$ cat src/rtl/axi_arb_pkg.sv
// Shared payload types, widths and FSM encoding for the AXI3 write-port arbiter.
package axi_arb_pkg;

  localparam int AW_W = 45;
  localparam int W_W  = 37;
  localparam int B_W  = 6;

  typedef logic [AW_W-1:0] aw_pld_t;
  typedef logic [W_W-1:0]  w_pld_t;
  typedef logic [B_W-1:0]  b_pld_t;

  typedef enum logic [1:0] {IDLE, AW, W} arb_state_t;

  function automatic logic [3:0] aw_id(input aw_pld_t p);
    return p[44:41];
  endfunction

endpackage

$ cat src/rtl/axi_arb_order_fifo.sv
// Grant-order FIFO: remembers which master owns each outstanding burst so B can be routed back.
module axi_arb_order_fifo #(
  parameter int WIDTH = 1,
  parameter int DEPTH = 4
) (
  input  logic             clk,
  input  logic             resetn,
  input  logic             push,
  input  logic [WIDTH-1:0] wdata,
  input  logic             pop,
  output logic [WIDTH-1:0] rdata,
  output logic             full,
  output logic             empty
);

  localparam int PW = (DEPTH > 1) ? $clog2(DEPTH) : 1;

  logic [WIDTH-1:0] mem [DEPTH];
  logic [PW-1:0]    wr_ptr;
  logic [PW-1:0]    rd_ptr;
  logic [PW:0]      count;
  logic             do_push;
  logic             do_pop;

  assign empty   = (count == '0);
  assign full    = (count == (PW+1)'(DEPTH));
  assign rdata   = mem[rd_ptr];
  assign do_pop  = pop & ~empty;
  // a pop in the same cycle frees the slot, so a full FIFO can still accept
  assign do_push = push & (~full | do_pop);

  always_ff @(posedge clk) begin
    if (do_push) mem[wr_ptr] <= wdata;
  end

  always_ff @(posedge clk) begin
    if (!resetn) begin
      wr_ptr <= '0;
      rd_ptr <= '0;
      count  <= '0;
    end else begin
      if (do_push) wr_ptr <= (int'(wr_ptr) == DEPTH-1) ? '0 : wr_ptr + 1'b1;
      if (do_pop)  rd_ptr <= (int'(rd_ptr) == DEPTH-1) ? '0 : rd_ptr + 1'b1;
      if (do_push && !do_pop)      count <= count + 1'b1;
      else if (!do_push && do_pop) count <= count - 1'b1;
    end
  end

endmodule

$ cat src/rtl/axi_wr_arbiter.sv
// Round-robin arbiter sharing one AXI3 write port; one burst in flight on AW/W, B routed by grant order.
//   state | meaning
//   IDLE  | waiting for a requester and a free order-FIFO slot
//   AW    | presenting the latched AW payload downstream
//   W     | W channel locked to the granted master until wlast
module axi_wr_arbiter
  import axi_arb_pkg::*;
#(
  parameter int N_REQ = 2,
  parameter int OUTS  = 4
) (
  input  logic                  clk,
  input  logic                  resetn,
  input  logic [N_REQ-1:0]      s_awvalid,
  output logic [N_REQ-1:0]      s_awready,
  input  logic [N_REQ*AW_W-1:0] s_aw_pld,
  input  logic [N_REQ-1:0]      s_wvalid,
  output logic [N_REQ-1:0]      s_wready,
  input  logic [N_REQ*W_W-1:0]  s_w_pld,
  output logic [N_REQ-1:0]      s_bvalid,
  input  logic [N_REQ-1:0]      s_bready,
  output logic [B_W-1:0]        s_b_pld,
  output logic                  m_awvalid,
  input  logic                  m_awready,
  output logic [AW_W-1:0]       m_aw_pld,
  output logic                  m_wvalid,
  input  logic                  m_wready,
  output logic [W_W-1:0]        m_w_pld,
  output logic [3:0]            m_wid,
  input  logic                  m_bvalid,
  output logic                  m_bready,
  input  logic [B_W-1:0]        m_b_pld
);

  localparam int IDX_W = (N_REQ > 1) ? $clog2(N_REQ) : 1;

  arb_state_t       state;
  logic [IDX_W-1:0] grant;
  logic [IDX_W-1:0] rr_ptr;
  logic [IDX_W-1:0] rr_next;
  logic [IDX_W-1:0] pick_idx;
  logic             pick_vld;
  aw_pld_t          aw_q;
  aw_pld_t          aw_sel;
  w_pld_t           w_sel;
  logic             aw_vld;
  logic [3:0]       wid_q;
  logic             fifo_push;
  logic             fifo_pop;
  logic             fifo_full;
  logic             fifo_empty;
  logic [IDX_W-1:0] fifo_head;
  logic             err_orphan_b;

  always_comb begin
    pick_vld = 1'b0;
    pick_idx = '0;
    for (int i = 0; i < N_REQ; i++) begin
      if (!pick_vld && s_awvalid[(int'(rr_ptr) + i) % N_REQ]) begin
        pick_vld = 1'b1;
        pick_idx = IDX_W'((int'(rr_ptr) + i) % N_REQ);
      end
    end
  end

  assign aw_sel  = s_aw_pld[int'(pick_idx)*AW_W +: AW_W];
  assign w_sel   = s_w_pld[int'(grant)*W_W +: W_W];
  assign rr_next = (int'(grant) == N_REQ-1) ? '0 : grant + 1'b1;

  always_comb begin
    s_awready = '0;
    s_wready  = '0;
    s_bvalid  = '0;
    m_wvalid  = 1'b0;
    m_w_pld   = '0;
    m_bready  = 1'b0;
    if (aw_vld) s_awready[grant] = m_awready;
    if (state == W) begin
      m_wvalid        = s_wvalid[grant];
      s_wready[grant] = m_wready;
      m_w_pld         = w_sel;
    end
    if (!fifo_empty) begin
      s_bvalid[fifo_head] = m_bvalid;
      m_bready            = s_bready[fifo_head];
    end
  end

  assign m_awvalid = aw_vld;
  assign m_aw_pld  = aw_q;
  assign m_wid     = wid_q;
  assign s_b_pld   = m_b_pld;
  assign fifo_push = aw_vld & m_awready;
  assign fifo_pop  = m_bvalid & m_bready;

  always_ff @(posedge clk) begin
    if (!resetn) begin
      state  <= IDLE;
      grant  <= '0;
      rr_ptr <= '0;
      aw_q   <= '0;
      aw_vld <= 1'b0;
      wid_q  <= '0;
    end else begin
      case (state)
        IDLE: if (pick_vld && !fifo_full) begin
          grant  <= pick_idx;
          aw_q   <= aw_sel;
          wid_q  <= aw_id(aw_sel);
          aw_vld <= 1'b1;
          state  <= AW;
        end
        AW: if (m_awready) begin
          aw_vld <= 1'b0;
          rr_ptr <= rr_next;
          state  <= W;
        end
        W: if (m_wvalid && m_wready && w_sel[0]) state <= IDLE;
        default: state <= IDLE;
      endcase
    end
  end

  axi_arb_order_fifo #(.WIDTH(IDX_W), .DEPTH(OUTS)) u_order_fifo (
    .clk    (clk),
    .resetn (resetn),
    .push   (fifo_push),
    .wdata  (grant),
    .pop    (fifo_pop),
    .rdata  (fifo_head),
    .full   (fifo_full),
    .empty  (fifo_empty)
  );

  // a B with no outstanding burst has no owner; it is left unacknowledged
  assign err_orphan_b = m_bvalid & fifo_empty;

  a_orphan_b: assert property (@(posedge clk) disable iff (!resetn) !err_orphan_b);

endmodule

$ cat config.mk
export PLATFORM = sky130hd
export DESIGN_NAME = axi_wr_arbiter
export DESIGN_NICKNAME = d
export VERILOG_FILES = /design/src/rtl/axi_arb_pkg.sv /design/src/rtl/axi_arb_order_fifo.sv /design/src/rtl/axi_wr_arbiter.sv
export SDC_FILE = /design/constraint.sdc
export NUM_CORES = 1
export LEC_CHECK = 0
export ABC_AREA = 0
export CAP_MARGIN = 20
export CORE_ASPECT_RATIO = 2
export CORE_MARGIN = 2
export CORE_UTILIZATION = 30
export DETAILED_ROUTE_END_ITERATION = 6
export PLACE_DENSITY = 0.78
export SETUP_SLACK_MARGIN = 0.5
export SYNTH_ARGS = -nofsm -noshare
export SYNTH_HDL_FRONTEND = slang
export SYNTH_SLANG_ARGS = --single-unit
$ cat constraint.sdc
create_clock -name clk -period 2.5 [get_ports clk]
set_input_delay 0.75 -clock clk [delete_from_list [all_inputs] [get_ports clk]]
set_output_delay 0.75 -clock clk [all_outputs]
set_load 0.01 [all_outputs]
==> results by group, run 1 <==
Pwr
  • Pleak: 3.59 nW
  • Total power: 6.17 mW
  • Maximum vdd drop: roughly 0.54 mV
  • Power per cell area: 808 nW/um2

Floorplan
  • Die area: between 10000 and 15000 um2
  • Row count: 55
  • IO Pins: roughly 280
  • Initial core utilization: 0.308
  • DIE WIDTH: between 80 and 90 um
  • Die Ht: between 150 and 200 um
  • Core ar.: between 10000 and 15000 um2

Critical path
  • CP required: between 2 and 3 ns
  • R2R Path Start: u_order_fifo.mem[3]
  • Cell family with most CP delay: multiplexers
  • Startpoint Class: register
  • Critical path buffer and inverter count: 2
  • Worst path max stage delay: 0.52 ns
  • CP cell instances: mux4_2 -> buf_6 -> mux2_4 -> a21oi_4 -> ha_4 -> inv_2 -> fa_2 -> xor2_1 -> or3_1 -> a21oi_2
  • WP data arrival: between 2 and 3 ns
  • Crit. Startpoint: u_order_fifo.mem[3]
  • CP max FO: 2
  • Crit Path Category: reg2reg
  • Critical path capture point type: register
  • Slowest-stage cell, CP: mux4_2

Timing
  • Min cycle time layout: between 2 and 3 ns
  • Final Skew: a little over 0.004 ns
  • Worst Max-Slew Pin Slew: roughly 0.31 ns
  • Fmax: 374 MHz
  • Slew headroom: 0.792
  • Unrepaired setup endpoints after global routing: yes
  • Final Hold Vio Count: 0
  • Final Worst Setup Slack: -0.173 ns
  • Fin crit share: 1.07
  • Max Slew Vio Count: 0
  • Count of final setup violators: 1

Clocking
  • Clock root cell: clkbuf_16
  • H-tree Lvls: 3
  • Worst-skew pair later-pin latency: about 0.33 ns
  • Clk sinks: 63
  • Cts bufs inserted: 9
  • Clk buf depth: 2
  • CTS tree: yes
  • Hold_buf cts: 0
  • Reg clk slew, reported paths: around 0.050 ns

Yosys
  • Dominant synthesized flop cell: dfxtp_1
  • Post-synth design cell area: approximately 3500 um2
  • Synth top cells by count: nor2_1 (98), mux2i_1 (88), dfxtp_1 (59), a211oi_1 (46), clkbuf_1 (13)
  • Fraction of registers with async set or reset after synthesis: 0
  • Synth area leaders: dfxtp_1 (34%), mux2i_1 (25%), nor2_1 (11%)
  • Number of flops mapped to enable cells by yosys: 4
  • Synth unique cells: 32
  • Yosys warns: 0
  • Syn Nets: 574
  • Flops & latches, synth: 63
  • Top-area cell type share of the netlist area: 0.339
  • Most frequent cell after synthesis: nor2_1
  • Syn Area/Cell: roughly 9.0 um2
  • Syn Inst Count: ~390
  • Area leader, netlist: dfxtp_1
  • Sequential-to-total area share from yosys stat: 0.374

Finish
  • Nets: 889
  • ANT cells: 0
  • Filler cell count: just over 900
  • Post-route insts no fill: 848
  • Area growth syn-to-layout: 119%
  • Share of cells above drive strength 1: 0.275

Outcome
  • Failing checks: negative setup slack
  • Run status: finished with violations

Drt
  • Via Count: approximately 4200
  • Average wire per standard cell: between 15 and 20 um
  • DRC Markers: 0
  • Antenna Nets Post-Route: 0
  • Via-per-instance ratio: roughly 4.9
  • WL final: 15.7 mm
  • Starting DRT DRC Count: 76
  • Initial DRT Pass Iterations: 5

GRT
  • GRT Resource Usage Total: 0.221
  • Total gr overflow: 0
  • Largest net degree at the start of global routing: 43
  • Antenna violations before repair: 0
  • Vias in the first global route: around 4300
  • Global-route wire length before repair: between 20 and 25 mm

Hold path
  • Critical hold path startpoint: m_aw_pld[37]
  • Hold crit path type: reg2reg

Placed design
  • Final HPWL DP: between 10 and 15 mm
  • Port Buf Inserts: roughly 270
  • Cell Count Post-Placement: 778
  • GPL Wtd Cong: roughly 0.87

Run
  • Max-cap violations: 0
[cell type report]
type | count | area, um2 | area share
Inverter | 7 | 26.3 | 0.00344
Tap cell | 142 | 178 | 0.0233
Clock buffer | 10 | 250 | 0.0328
Timing Repair Buffer | 344 | 3510 | 0.460
Multi-Input combinational cell | 276 | 2270 | 0.297
Clock inverter | 6 | 91.3 | 0.0120
Sequential cell | 63 | 1310 | 0.172
[state kept, by name, summed over array words and instances (netlist names), named ones only]
signal / cells
grant: 1
m_aw_pld: 45
m_awvalid: 1
rr_ptr: 1
state: 2
u_order_fifo.count: 3
u_order_fifo.mem: 4
u_order_fifo.rd_ptr: 2
u_order_fifo.wr_ptr: 2
[power by group]
| part | switching [mW] | leakage, nW | internal [mW] |
|---|---|---|---|
| combinational | 1.40 | 2.89 | 1.82 |
| sequential | 0.220 | 0.528 | 1.33 |
| clock | 0.459 | 0.168 | 0.935 |
| total | 2.08 | 3.59 | 4.09 |
[layer usage]
metal | GRT usage | share of wire | up-vias | wire, um
met5 | 0 | 0 | - | 0
met4 | 0.103 | 0.038 | 0 | 603
met3 | 0.0594 | 0.071 | 38 | 1110
met2 | 0.449 | 0.58 | 231 | 9190
met1 | 0.186 | 0.31 | 1944 | 4810
li1 | - | - | 1981 | -
[what timing repair did]
item                                    in CTS  in global routing
resized for setup                          336                 94
setup buffers                               25                 12
gates cloned                                10                  7
endpoints found under the setup margin     109                117
pin swaps                                   41                 44
hold endpoints to repair                     0                  0
[tightest hold or removal path, cell delays in order, from the launching register on]
cell and delay (ns):
dfxtp_1 0.30, nor2_1 0.09, a211oi_1 0.05
[cells in the final DEF, fill, tap and decap left out, drive strengths merged, types with 5 or more instances in the layout]
master and count:
dlygate4sd2 62, clkbuf 18, buf 114, nand2 5, dfxtp 59, dlymetal6s2s 14, a211oi 46, mux2i 88
inv 7, nor2 98, ha 6, clkdlybuf4s15 22, clkdlybuf4s50 123
[worst paths after layout]
check                           depth (start not counted)  slack, ns               endpoint
worst max-delay path                                   10      -0.17  u_order_fifo.count[2]
worst min-delay path                                    2       0.49           m_aw_pld[37]
worst max register to register                         10      -0.17  u_order_fifo.count[2]
worst min register to register                          2       0.49           m_aw_pld[37]
[metrics by stage]
step	util	setup slack, ns	cell area, um2	TNS, ns	hold slack [ns]
3_3_place_gp	0.569	-0.488	6420	-8.85	0.471
6_report	0.677	-0.173	7640	-0.173	0.489
3_5_place_dp	0.569	-0.558	6420	-9.77	0.486
4_1_cts	0.621	-0.182	7010	-0.182	0.497
2_1_floorplan	-	-0.0934	3500	-0.0934	0.456
5_1_grt	0.677	-0.277	7640	-0.302	0.517
[cells by family (layout without fill, tap and decap cells)]
group / Yosys count / after routing / share of synthesized area
XOR/XNOR: 2 / 2 / 0.00503
buffers and inverters: 47 / 367 / 0.0651
AO/OA/AOI/OAI: 55 / 55 / 0.118
AND/OR/NAND/NOR: 121 / 121 / 0.143
adder cells (fa/ha/maj): 7 / 7 / 0.0273
multiplexers: 91 / 91 / 0.267
flip-flops: 63 / 63 / 0.374
Power figures use the tool's default switching activity.
==> run 2, diff against run 1 <==
Settings changed: PLACE_DENSITY 0.78 to not set, PLACE_DENSITY_LB_ADDON set to 0.1.
==> run 2 against run 1 <==
  * The flow still finishes with violations (negative setup slack)
  * Sequential power about the same
  * Critical endpoint unchanged
  * Combinational power down 11%
  * Maximum frequency grew 3.3%
  * Routed wire length shrank 12%
  * Sequential share of layout area is 0.77 points higher
==> results by group, run 2 (synthesis gave the netlist of run 1 again) <==
Outcome
  • Run status: finished with violations (unchanged)
  • Failing checks: negative setup slack (unchanged)

Drt
  • Via Count: 4026 (was 4194)
  • WL final: 13.8 mm (was 15.7 mm)
  • Antenna Nets Post-Route: 0 (unchanged)
  • DRC Markers: 0 (unchanged)
  • Starting DRT DRC Count: 83 (was 76)
  • Average wire per standard cell: 16.4 um (was 18.5 um)
  • Via-per-instance ratio: 4.79 (was 4.95)
  • Initial DRT Pass Iterations: 4 (was 5)

Critical path
  • Flop2flop setup slack: -0.09 ns (was -0.17 ns)
  • R2R cell count: 9 (was 10)
  • Critical path capture point type: register (unchanged)
  • R2R Path Start: u_order_fifo.mem[1] (was u_order_fifo.mem[3])
  • Crit Path Category: reg2reg (unchanged)
  • WP data arrival: 2.84 ns (was 2.94 ns)
  • FF-to-FF End: u_order_fifo.count[2] (unchanged)
  • CP max FO: 2 (unchanged)
  • Startpoint Class: register (unchanged)
  • CP required: 2.76 ns (was 2.77 ns)

Hold path
  • Hold crit path type: reg2reg (unchanged)
  • Critical hold path startpoint: u_order_fifo.rd_ptr[0] (was m_aw_pld[37])
  • Hold depth: 2 (unchanged)

Finish
  • Filler cell count: 1031 (was 912)
  • ANT cells: 0 (unchanged)
  • Most common cell after layout, fill and taps aside: clkdlybuf4s50_1 (unchanged)
  • Share of cells above drive strength 1: 0.246 (was 0.275)
  • Nets: 882 (was 889)
  • Commonest non-fill, non-tap cells in the layout: clkdlybuf4s50_1 (129), nor2_1 (95), mux2i_1 (77) (was clkdlybuf4s50_1 (123), nor2_1 (92), mux2i_1 (69))
  • Max FFs per register: 45 (unchanged)
  • Area growth syn-to-layout: 109% (was 119%)

Floorplan
  • Row count: 55 (unchanged)
  • Die area: 12500 um2 (unchanged)
  • Core ar.: 11300 um2 (unchanged)
  • IO Pins: 282 (unchanged)
  • DIE WIDTH: 80.2 um (unchanged)
  • Initial core utilization: 0.308 (unchanged)
  • Die Ht: 156 um (unchanged)

Pwr
  • Total power: 5.64 mW (was 6.17 mW)
  • Maximum vdd drop: 0.473 mV (was 0.544 mV)
  • Pleak: 3.46 nW (was 3.59 nW)
  • Power per cell area: 774 nW/um2 (was 808 nW/um2)

Clocking
  • Cts bufs inserted: 9 (unchanged)
  • Clk sinks: 63 (unchanged)
  • Hold_buf cts: 0 (unchanged)
  • Clk buf depth: 2 (unchanged)
  • Reg clk slew, reported paths: 0.06 ns (was 0.05 ns)
  • Worst-skew pair later-pin latency: 0.32 ns (was 0.33 ns)
  • H-tree Lvls: 3 (unchanged)
  • CTS tree: yes (unchanged)
  • Clock root cell: clkbuf_16 (unchanged)

GRT
  • Global-route wire length before repair: 19.4 mm (was 21.0 mm)
  • GRT Resource Usage Total: 0.201 (was 0.221)
  • Vias in the first global route: 3908 (was 4295)
  • Total gr overflow: 0 (unchanged)
  • Largest net degree at the start of global routing: 39 (was 43)
  • Antenna violations before repair: 0 (unchanged)

Timing
  • Final Skew: 0.00595 ns (was 0.00408 ns)
  • Fmax: 387 MHz (was 374 MHz)
  • Unrepaired setup endpoints after global routing: yes (unchanged)
  • Hold WS: 0.488 ns (was 0.489 ns)
  • Min cycle time layout: 2.59 ns (was 2.67 ns)
  • Count of final setup violators: 2 (was 1)
  • Fin crit share: 1.03 (was 1.07)
  • Final Worst Setup Slack: -0.0865 ns (was -0.173 ns)
  • Slew headroom: 0.574 (was 0.792)
  • Max Slew Vio Count: 0 (unchanged)
  • Final Hold Vio Count: 0 (unchanged)
  • Worst Max-Slew Pin Slew: 0.638 ns (was 0.312 ns)

Run
  • Max-cap violations: 0 (unchanged)

Placed design
  • Port Buf Inserts: 269 (unchanged)
  • GPL Wtd Cong: 0.810 (was 0.865)
  • Final HPWL DP: 10.2 mm (about the same)
==> run 2: cell count changes in the layout (fill, tap and decap cells not counted), sizes merged <==
cell,before,now
bufinv,2,1
clkinvlp,0,2
clkinv,4,3
dlygate4sd2,62,59
clkdlybuf4s15,22,14
bufbuf,1,0
buf,114,113
inv,7,6
clkbuf,18,16
clkdlybuf4s50,123,129
dlymetal6s2s,14,17
==> run 2: final cells by class <==
class                      count  area [um2]  area share
clock buffer                  11         233      0.0319
sequential                    63        1310       0.180
timing repair buffer         337        3320       0.456
inverter                       7        38.8     0.00532
multi-input combinational    276        2150       0.295
tap                          142         178      0.0244
clock inverter                 5        58.8     0.00807
==> run 2: through the flow <==
stage | TNS (ns) | cells | setup slack [ns] | utilization | cell area [um2]
floorplan | -0.0934 | 386 | -0.0934 | - | 3500
global placement | -9.11 | 781 | -0.487 | 0.572 | 6450
detailed placement | -9.53 | 781 | -0.607 | 0.572 | 6450
CTS | -0.181 | 823 | -0.148 | 0.608 | 6860
global route | -0.273 | 841 | -0.171 | 0.646 | 7290
finish | -0.112 | 841 | -0.0865 | 0.646 | 7290
==> run 2: worst max path at each step <==
stage                   startpoint                     to  slack, ns  depth (start not counted)
4_1_cts        u_order_fifo.mem[1]  u_order_fifo.count[2]      -0.15                          9
2_1_floorplan  u_order_fifo.mem[3]  u_order_fifo.count[2]      -0.09                          9
6_report       u_order_fifo.mem[1]  u_order_fifo.count[2]      -0.09                          9
3_3_place_gp              m_bvalid  u_order_fifo.count[2]      -0.49                         10
3_5_place_dp              m_bvalid  u_order_fifo.count[2]      -0.61                         10
5_1_grt        u_order_fifo.mem[3]  u_order_fifo.count[2]      -0.17                          9
==> run 2: layer usage <==
layer | wire length [um] | up-vias | global-route usage
met5 | 0 | - | 0
li1 | - | 1963 | -
met2 | 7830 | 210 | 0.388
met3 | 1030 | 14 | 0.0519
met1 | 4700 | 1839 | 0.201
met4 | 249 | 0 | 0.0694
==> run 2: what timing repair did <==
| item | in CTS | in global routing |
|---|---|---|
| pin swaps | 42 | 36 |
| setup endpoints to repair | 72 | 88 |
| buffers inserted | 25 | 13 |
| cloned | 1 | 5 |
| resized for setup | 340 | 50 |
==> run 2: worst max-delay path, cell delays in order (launching register included) <==
cell,delay (ns)
edfxtp_1,0.36
mux4_2,0.49
mux2_4,0.34
a21oi_4,0.15
ha_4,0.15
inv_2,0.03
fa_2,0.33
xor2_1,0.17
or3_1,0.36
a21oi_2,0.13
==> run 2: power breakdown <==
part	internal (mW)	leakage, nW	switching [mW]	total (mW)
Sequential	1.33	0.528	0.208	1.54
Combinational	1.64	2.80	1.24	2.88
Clock	0.771	0.136	0.449	1.22
Total	3.74	3.46	1.90	5.64
